===== src/rtl/muldiv_pkg.sv =====
// muldiv_pkg: op encodings, sequencer states and sizing shared by the RV32M multiply/divide sequencer.
package muldiv_pkg;
    localparam int MD_XLEN = 32;
    localparam int MD_ITER = MD_XLEN;
    localparam logic [2:0] MD_MUL    = 3'd0;
    localparam logic [2:0] MD_MULH   = 3'd1;
    localparam logic [2:0] MD_MULHSU = 3'd2;
    localparam logic [2:0] MD_MULHU  = 3'd3;
    localparam logic [2:0] MD_DIV    = 3'd4;
    localparam logic [2:0] MD_DIVU   = 3'd5;
    localparam logic [2:0] MD_REM    = 3'd6;
    localparam logic [2:0] MD_REMU   = 3'd7;
    typedef enum logic [1:0] {IDLE, CALC, FIX, DONE} md_state_t;
    function automatic logic md_is_div(input logic [2:0] op);
        return op[2];
    endfunction
endpackage


===== src/rtl/muldiv_if.sv =====
// muldiv_if: request/result handshake bundle between execute (master) and the muldiv sequencer (slave).
interface muldiv_if import muldiv_pkg::*; #(parameter int XLEN = MD_XLEN);
    logic            i_valid, o_ready, i_flush, o_valid, i_ready, o_busy;
    logic [2:0]      i_op;
    logic [XLEN-1:0] i_A, i_B, o_out;
    modport master (output i_valid, i_op, i_A, i_B, i_flush, i_ready,
                    input  o_ready, o_valid, o_out, o_busy);
    modport slave  (input  i_valid, i_op, i_A, i_B, i_flush, i_ready,
                    output o_ready, o_valid, o_out, o_busy);
endinterface


===== src/rtl/muldiv_step.sv =====
// muldiv_step: one combinational radix-2 iteration; shift/add multiply or restoring trial-subtract divide.
module muldiv_step import muldiv_pkg::*; #(
    parameter int XLEN = MD_XLEN
) (
    input  logic              is_div,
    input  logic [2*XLEN-1:0] acc,
    input  logic [XLEN-1:0]   mcand,
    output logic [2*XLEN-1:0] acc_nxt
);
    logic [XLEN:0] sum, diff;
    logic          keep;
    always_comb begin
        sum     = {1'b0, acc[2*XLEN-1:XLEN]} + (acc[0] ? {1'b0, mcand} : '0);
        // a shifted-out remainder MSB means the partial remainder already exceeds any divisor
        diff    = acc[2*XLEN-1:XLEN-1] - {1'b0, mcand};
        keep    = acc[2*XLEN-1] | !diff[XLEN];
        acc_nxt = is_div ? (keep ? {diff[XLEN-1:0], acc[XLEN-2:0], 1'b1} : {acc[2*XLEN-2:0], 1'b0})
                         : {sum, acc[XLEN-1:1]};
    end
endmodule


===== src/rtl/muldiv_seq.sv =====
// muldiv_seq: iterative RV32M multiply/divide sequencer with valid/ready result handshake.
// MULDIV_FAST_PATH_EN retires zero-operand multiplies, divide-by-zero and signed overflow straight from IDLE.
module muldiv_seq import muldiv_pkg::*; #(
    parameter int XLEN = MD_XLEN
) (
    input logic     i_clk,
    input logic     i_rst,
    muldiv_if.slave bus
);
    localparam int CW = $clog2(MD_ITER);
    md_state_t         state_q, state_d;
    logic [2:0]        op_q, op_d;
    logic [2*XLEN-1:0] acc_q, acc_d, acc_step, prod;
    logic [XLEN-1:0]   mcand_q, mcand_d, out_q, out_d, mag_a, mag_b, word;
    logic [CW-1:0]     cnt_q, cnt_d;
    logic              neg_q, neg_d, sa, sb, is_div;
`ifdef MULDIV_FAST_PATH_EN
    logic              fast;
    logic [XLEN-1:0]   fast_res;
`endif

    muldiv_step #(.XLEN(XLEN)) u_step (
        .is_div (md_is_div(op_q)),
        .acc    (acc_q),
        .mcand  (mcand_q),
        .acc_nxt(acc_step)
    );

    always_comb begin
        is_div  = md_is_div(bus.i_op);
        sa      = bus.i_A[XLEN-1] & (bus.i_op inside {MD_MULH, MD_MULHSU, MD_DIV, MD_REM});
        sb      = bus.i_B[XLEN-1] & (bus.i_op inside {MD_MULH, MD_DIV, MD_REM});
        mag_a   = sa ? -bus.i_A : bus.i_A;
        mag_b   = sb ? -bus.i_B : bus.i_B;
        prod    = neg_q ? -acc_q : acc_q;
        word    = md_is_div(op_q) ? (op_q[1] ? acc_q[2*XLEN-1:XLEN] : acc_q[XLEN-1:0])
                                  : (op_q == MD_MUL ? prod[XLEN-1:0] : prod[2*XLEN-1:XLEN]);
        state_d = state_q;
        op_d    = op_q;
        acc_d   = acc_q;
        mcand_d = mcand_q;
        cnt_d   = cnt_q;
        neg_d   = neg_q;
        out_d   = out_q;
`ifdef MULDIV_FAST_PATH_EN
        fast     = !is_div ? (bus.i_A == '0 || bus.i_B == '0)
                           : (bus.i_B == '0 || (!bus.i_op[0] && bus.i_A == {1'b1, {(XLEN-1){1'b0}}} && &bus.i_B));
        fast_res = !is_div ? '0 : bus.i_B == '0 ? (bus.i_op[1] ? bus.i_A : '1) : (bus.i_op[1] ? '0 : bus.i_A);
`endif
        case (state_q)
            IDLE: if (bus.i_valid) begin
                op_d    = bus.i_op;
                // divide-by-zero quotient stays all-ones, so its sign is never applied
                neg_d   = (bus.i_op[2] & bus.i_op[1]) ? sa : (sa ^ sb) & (!is_div | (|bus.i_B));
                acc_d   = {{XLEN{1'b0}}, is_div ? mag_a : mag_b};
                mcand_d = is_div ? mag_b : mag_a;
                cnt_d   = CW'(MD_ITER - 1);
                state_d = CALC;
`ifdef MULDIV_FAST_PATH_EN
                if (fast) begin
                    out_d   = fast_res;
                    state_d = DONE;
                end
`endif
            end
            CALC: begin
                acc_d   = acc_step;
                cnt_d   = cnt_q - CW'(1);
                state_d = cnt_q == '0 ? FIX : CALC;
            end
            FIX: begin
                out_d   = (md_is_div(op_q) & neg_q) ? -word : word;
                state_d = DONE;
            end
            default: state_d = bus.i_ready ? IDLE : DONE;
        endcase
        if (bus.i_flush) begin
            state_d = IDLE;
            out_d   = out_q;
        end
    end

    always_ff @(posedge i_clk or posedge i_rst)
        if (i_rst) begin
            state_q <= IDLE;
            op_q    <= '0;
            acc_q   <= '0;
            mcand_q <= '0;
            cnt_q   <= '0;
            neg_q   <= 1'b0;
            out_q   <= '0;
        end else begin
            state_q <= state_d;
            op_q    <= op_d;
            acc_q   <= acc_d;
            mcand_q <= mcand_d;
            cnt_q   <= cnt_d;
            neg_q   <= neg_d;
            out_q   <= out_d;
        end

    assign bus.o_ready = state_q == IDLE;
    assign bus.o_busy  = state_q != IDLE;
    assign bus.o_valid = state_q == DONE;
    assign bus.o_out   = out_q;
endmodule


===== src/flat_wrapper.sv =====
// flat-port wrapper written by rule: the top's interface ports become plain ports
module muldiv_seq_flat import muldiv_pkg::*;
#(
    parameter int XLEN = MD_XLEN
)
  (i_clk, i_rst, bus_i_valid, bus_i_op, bus_i_A, bus_i_B, bus_i_flush, bus_i_ready, bus_o_ready, bus_o_valid, bus_o_out, bus_o_busy);
  muldiv_if #(.XLEN(XLEN)) bus_i ();
  input logic i_clk;
  input logic i_rst;
  input wire logic [$bits(bus_i.i_valid)-1:0] bus_i_valid;
  input wire logic [$bits(bus_i.i_op)-1:0] bus_i_op;
  input wire logic [$bits(bus_i.i_A)-1:0] bus_i_A;
  input wire logic [$bits(bus_i.i_B)-1:0] bus_i_B;
  input wire logic [$bits(bus_i.i_flush)-1:0] bus_i_flush;
  input wire logic [$bits(bus_i.i_ready)-1:0] bus_i_ready;
  output wire logic [$bits(bus_i.o_ready)-1:0] bus_o_ready;
  output wire logic [$bits(bus_i.o_valid)-1:0] bus_o_valid;
  output wire logic [$bits(bus_i.o_out)-1:0] bus_o_out;
  output wire logic [$bits(bus_i.o_busy)-1:0] bus_o_busy;
  assign bus_i.i_valid = bus_i_valid;
  assign bus_i.i_op = bus_i_op;
  assign bus_i.i_A = bus_i_A;
  assign bus_i.i_B = bus_i_B;
  assign bus_i.i_flush = bus_i_flush;
  assign bus_i.i_ready = bus_i_ready;
  assign bus_o_ready = bus_i.o_ready;
  assign bus_o_valid = bus_i.o_valid;
  assign bus_o_out = bus_i.o_out;
  assign bus_o_busy = bus_i.o_busy;
  muldiv_seq #(.XLEN(XLEN)) u_core (.i_clk(i_clk), .i_rst(i_rst), .bus(bus_i));
endmodule

===== config.mk =====
export PLATFORM = sky130hd
export DESIGN_NAME = muldiv_seq_flat
export DESIGN_NICKNAME = d
export VERILOG_FILES = /design/src/rtl/muldiv_pkg.sv /design/src/rtl/muldiv_if.sv /design/src/rtl/muldiv_step.sv /design/src/rtl/muldiv_seq.sv /design/src/flat_wrapper.sv
export SDC_FILE = /design/constraint.sdc
export NUM_CORES = 1
export LEC_CHECK = 0
export BUFFER_PORTS_ARGS = -buffer_cell sky130_fd_sc_hd__buf_4
export CAP_MARGIN = 20
export CORE_MARGIN = 1.5
export CORE_UTILIZATION = 30
export DETAILED_ROUTE_END_ITERATION = 8
export GPL_ROUTABILITY_DRIVEN = 0
export PLACE_DENSITY_LB_ADDON = 0.25
export SKIP_CTS_REPAIR_TIMING = 1
export SYNTH_ARGS = -nofsm -noshare
export SYNTH_HDL_FRONTEND = slang
export SYNTH_SLANG_ARGS = --single-unit

===== constraint.sdc =====
create_clock -name i_clk -period 8.75 [get_ports i_clk]
set_input_delay 1.75 -clock i_clk [delete_from_list [all_inputs] [get_ports i_clk]]
set_output_delay 1.75 -clock i_clk [all_outputs]
set_load 0.01 [all_outputs]

== Yosys cells after proc, flatten, opt, wreduce, memory -nomap -nowiden ==
Cells that the tools add are included.
Cells by class
  reductions and logical operators: 13
  muxes and demuxes: 22
  $add $sub $neg: 7
  eq/ne operators: 9
  bitwise operators: 9
Operators by type and width (number)
  two-way mux 32 bit: 9
  two-way mux 64 bit: 4
  case mux 64 bit (2 select lines): 1
  negator 32 bit: 3
  negator 64 bit: 1
  adder 32 x 33 -> 33 bit: 1
  subtractor 33 x 32 -> 33 bit: 1
  OR reduction 32 bit: 1
  case mux 5 bit (2 select lines): 1
  two-way mux 2 bit: 4
  equality test 3 bit (second input constant): 2
  case mux 2 bit (3 select lines): 1
  AND reduction 2 bit: 3
  AND 1 bit: 5
  logical NOT 5 bit: 1
  two-way mux 5 bit: 1
  subtractor 5 x 1 -> 5 bit (second input constant): 1
  equality test 2 bit (second input constant): 2
  nonzero test 2 bit: 2
  nonzero test 4 bit: 1
  equality test 3 x 1 -> 1 bit (second input constant): 1
  equality test 3 x 2 -> 1 bit (second input constant): 1
  logical NOT 3 bit: 1
  inequality test 3 bit (second input constant): 1
  9 further kinds: 11
Storage, ports and cells
  flip-flop bits (word level): 139
  logic and storage cells: 67
  output and inout port bits: 35
  input port bits: 72

== Longest topological paths before layout ==
  word-level depth: 7
  gate-level depth with buffers: 17
  gate-level depth less buffers: 14

== By module ==
A second synthesis with hierarchy kept.
Unflattened totals
  cell total of the unflattened synthesis: 2198
  area total of the unflattened synthesis: 16196.8 um2
Modules (own cells, without submodules)
  muldiv_seq: times used 1, area an instance 11402.2 um2, sequential area each 3478.3 um2, cells each 1534
  muldiv_step: times used 1, area an instance 4794.6 um2, sequential area each 0.0 um2, cells each 664

== Least setup slack after synthesis ==
Ideal clock, no wire load.
  path type: reg2reg
  from: reg u_core.acc_q[0]
  to: reg u_core.out_q[30] (netlist: u_core.bus.o_out[30])
  required time: 8.673 ns
  library setup time: 0.077 ns
  clock period less this slack: 4.138 ns
  path buffers: 4
  slack: 4.612 ns
  data arrival time: 4.062 ns
  cell stages (with the launch flop): 17
  cell sequence: dfrtp_1 buf_2 inv_1 buf_1 ha_1 nor3b_2 nand4_1 or4_1 buf_2 buf_6 o211ai_1 nor3b_1 nand3b_1 or4_4 o41ai_2 o21ai_1 o21ai_1
Between the ends
  longest elaborated chain between the ends: 6
  elaborated cells between the ends (all ways): 7
  classes of those cells: add/sub: 2; mux: 5
RTL lines
  start: declaration: RTL line muldiv_seq.sv:13  | logic [2*XLEN-1:0] acc_q, acc_d, acc_step, prod;
  start signal: assignment: RTL line muldiv_seq.sv:87  | acc_q <= '0;
  start signal: assignment: RTL line muldiv_seq.sv:95  | acc_q <= acc_d;
  negator 64 bit: RTL line muldiv_seq.sv:35  | prod = neg_q ? -acc_q : acc_q;
  two-way mux 64 bit: RTL line muldiv_seq.sv:35
  two-way mux 32 bit: RTL line muldiv_seq.sv:37  | : (op_q == MD_MUL ? prod[XLEN-1:0] : prod[2*XLEN-1:XLEN]);
  two-way mux 32 bit *: RTL line muldiv_seq.sv:36  | word = md_is_div(op_q) ? (op_q[1] ? acc_q[2*XLEN-1:XLEN] : acc_q[XLEN-1:0])
  negator 32 bit: RTL line muldiv_seq.sv:72  | out_d = (md_is_div(op_q) & neg_q) ? -word : word;
  two-way mux 32 bit *: RTL line muldiv_seq.sv:72
  end signal: assignment: RTL line muldiv_seq.sv:99  | out_q <= out_d;
  end: declaration: RTL line muldiv_seq.sv:14  | logic [XLEN-1:0] mcand_q, mcand_d, out_q, out_d, mag_a, mag_b, word;
Mark *: on every way between the ends. The rest lies on a longest branch, timed or not.
A chain may end at the register's enable or synchronous reset.

== Worst setup path after layout ==
  from: reg u_core.acc_q[13]
  to: reg u_core.out_q[19] (netlist: u_core.bus.o_out[19])
The elaborated chain is that of the path after synthesis.

==> results_dict.tcl <==
set metrics [dict create \
    clk_transition_reported_paths_ns 0.06 \
    timing.clock.skew_ns 0.01753 \
    clock_sinks 139 \
    synth_area_per_cell_um2 7.406 \
    cts_buffers 17 \
    path_class "flip-flop to flip-flop" \
    die-area_um2 52370 \
    finalHoldViolations 0 \
    asr_flop_ratio_synth 1.000 \
    wl_per_cell_um 21.09 \
    clockRootBuffer "clkbuf_16" \
    hold-path-cell-count 2 \
    core_area_um2 50270 \
    worstPathRequired_ns 9.07 \
    synth_nets 2209 \
    instance_area_after_placement_um2 16510 \
    remaining_drc_errors 0 \
    run_status "finished clean" \
    grt.overflow.total 0 \
    element_type_at_the_critical_path_end "flip-flop" \
    cpMostUsedCell "nand4_1" \
    timing.final.crit_period_ns 5.032 \
    synthesis.instances 2066 \
    path_delay_family "simple AND/OR/NAND/NOR gates" \
    slew_violations 0 \
    max-vdd-ir-drop_uv 157.5 \
    power_per_cell_area_nw_per_um2 295.6 \
    maxCapViolCount 0 \
    synth_area_leaders "dfrtp_1 23%, o21ai_0 5.7%, ha_1 5.6%" \
    dr_total_vias 16050 \
    critical_path.n_buffers_inverters 1 \
    insertedDiodeCount 0 \
    leakage_nw 7.067 \
    final_net_count 2200 \
    worstPathCellList "nor4_1 > nand4_1 > nor4_4 > a211o_1 > nand4_1 > and4bb_2 > nor4bb_1 > buf_4 > a41oi_1 > xnor2_1 > o21ai_1" \
    yosysSeqAreaShare 0.2273 \
    max_slew_headroom 0.2102 \
    cts_buffer_depth 2 \
    clkLatencyLatePin_ns 0.47 \
    max_clock_freq_mhz 198.7 \
    finalWirelength_um 57820 \
    synth.ff_latch_count 139 \
    portBuffers 106 \
    die_height_um 228.8 \
    layout-area-overhead-vs-synth_pct 12.18 \
    tritoncts "built" \
    synthesis.area_um2 15300 \
    worstSetupPathDepth 11 \
    crit_end "u_core.bus.o_out[19]" \
    initial_standard_cell_utilization_of_the_core 0.3044 \
    yosysUniqueCellTypes 89 \
    crit_arrival_ns 5.35 \
    final_area_um2 17170 \
    r2r_cells 11 \
    reg2reg_to "u_core.bus.o_out[19]" \
    timing.rr.start "u_core.acc_q[13]" \
    drive_gt1_frac 0.1048 \
    die_span_in_x_um 228.8 \
    timing.setup.tns_ns 0 \
    dpl.hpwl_um 44490 \
    crit_path_top_delay_cell "nor4_4" \
    clock_tree.htree_level_count 4 \
    pre_antenna_drt_iters 9 \
    num_rows 82 \
    max_stage_delay_ns 1.17 \
    grt.total_usage 0.2168 \
    yosysTopAreaCellShare 0.2273 \
    ff2ff_setup_slack_ns 3.72 \
    worstPathMaxFanout 19 \
    synth-main-ff-cell "dfrtp_1" \
    setup.worst_path.start "u_core.acc_q[13]" \
    io_pins 107 \
    setup.worst_path.start_class "flip-flop" \
    grt_pass1_vias 14710 \
    number_of_antenna_violations_at_the_first_check_in_global_routing 1 \
    finalCritPeriodShare 0.5751 \
    hold_path_class "flip-flop to flip-flop" \
    setup_viol_count_final 0 \
    worst-slew-pin-transition_ns 1.183 \
    grt_start_max_net_pins 120 \
    first_pass_grt_wire_length_um 88980 \
    yosys_warnings 0 \
    detailedRoute.firstIterationViolations 1964 \
    synthDominantAreaCellType "dfrtp_1" \
    mostFrequentLayoutCell "nand2_1" \
    avgViaCountPerCell 5.852 \
    rsz0062_at_grt "no" \
    synth-edff-count 0 \
    drtAntennaViolNets 0 \
    mostFrequentLayoutCells "219 x nand2_1, 173 x o21ai_0, 171 x nor2_1, 138 x dfrtp_1, 129 x a21oi_1" \
]
## logic make-up after synthesis
group,count (synthesis),synth area share
AOI/OAI and AO/OA,635,0.2726
xor gates and xnor gates,150,0.08586
adders and majority gates,71,0.05904
buffers and inverters,237,0.06027
DFF,139,0.2273
muxes,64,0.04252
and+or+nand+nor,770,0.2524
## routing by layer
metal,GRT usage,up-vias,wire length (um)
li1,-,7601,-
met1,0.3054,7630,26660
met2,0.3212,730,24550
met3,0.04828,86,4772
met4,0.08059,0,1839
met5,0,-,0
## per-stage QoR
stage / setup slack, ns / hold slack, ns / utilization / total power [W] / cells
6_report: 3.718 / 0.4799 / 0.3414 / 0.005074 / 2742
2_1_floorplan: 3.275 / 0.4464 / - / 0.003266 / 2066
5_1_grt: 3.469 / 0.5084 / 0.3414 / 0.005402 / 2742
4_1_cts: 3.916 / 0.4868 / 0.3409 / 0.004995 / 2741
3_3_place_gp: 3.957 / 0.4641 / 0.3285 / 0.004157 / 2709
3_5_place_dp: 3.930 / 0.4711 / 0.3285 / 0.004184 / 2709
## report_power, final
part / internal [W] / switching [W] / leakage [nW] / total (W)
clock network: 0.000462 / 0.000328 / 0.292 / 0.000790
logic: 0.00118 / 0.00192 / 5.01 / 0.00310
registers: 0.000788 / 0.000394 / 1.76 / 0.00118
## Yosys cell counts (11+ instances only)
master      n
nand2_1   220
nor2_1    173
o21ai_0   173
dfrtp_1   139
clkbuf_1  135
a21oi_1   129
xnor2_1    93
nand3_1    84
inv_1      80
ha_1       69
nor3_1     66
xor2_1     57
mux2i_1    56
o221ai_1   43
a21o_1     35
a31oi_1    32
nor4_1     31
or3_1      26
nand2b_1   22
or4_1      21
and3_1     20
a22oi_1    19
o31ai_1    19
nand4_1    18
nor2b_1    18
and2_1     16
o211ai_1   16
o21ai_1    15
a211oi_1   13
a41oi_1    12
o21a_1     11
## registers in the layout, summed over array words and instances (netlist names)
name / flops
u_core.acc_q: 64
u_core.bus.o_out: 32
u_core.cnt_q: 5
u_core.mcand_q: 32
u_core.neg_q: 1
u_core.op_q: 3
u_core.state_q: 2
## cell type report
class,count,area (um^2)
fill,5348,33110
timing repair buffer,128,980.9
clock inverter,14,183.9
inverter,81,309.0
multi-input combinational,1690,10930
tap,672,840.8
sequential,139,3480
clock buffer,18,439.2
## worst register-to-register path, delay by kind of cell (launching register included)
family                 cells  cell delay [ns]
flip-flops                 1             0.49
XOR/XNOR                   1             0.24
buffers and inverters      1             0.22
AO/OA/AOI/OAI              3             0.44
AND/OR/NAND/NOR            6             3.50
## worst min path at each step
stage	from	to	slack, ns
after floorplan	u_core.cnt_q[4]	u_core.cnt_q[4]	0.45
after global placement	u_core.mcand_q[29]	u_core.mcand_q[29]	0.46
after global routing	u_core.bus.o_out[16]	u_core.bus.o_out[16]	0.51
after CTS	u_core.bus.o_out[7]	u_core.bus.o_out[7]	0.49
after detailed placement	u_core.bus.o_out[7]	u_core.bus.o_out[7]	0.47
final	u_core.bus.o_out[13]	u_core.bus.o_out[13]	0.48
No activity file was read; power rests on OpenSTA's default activity.
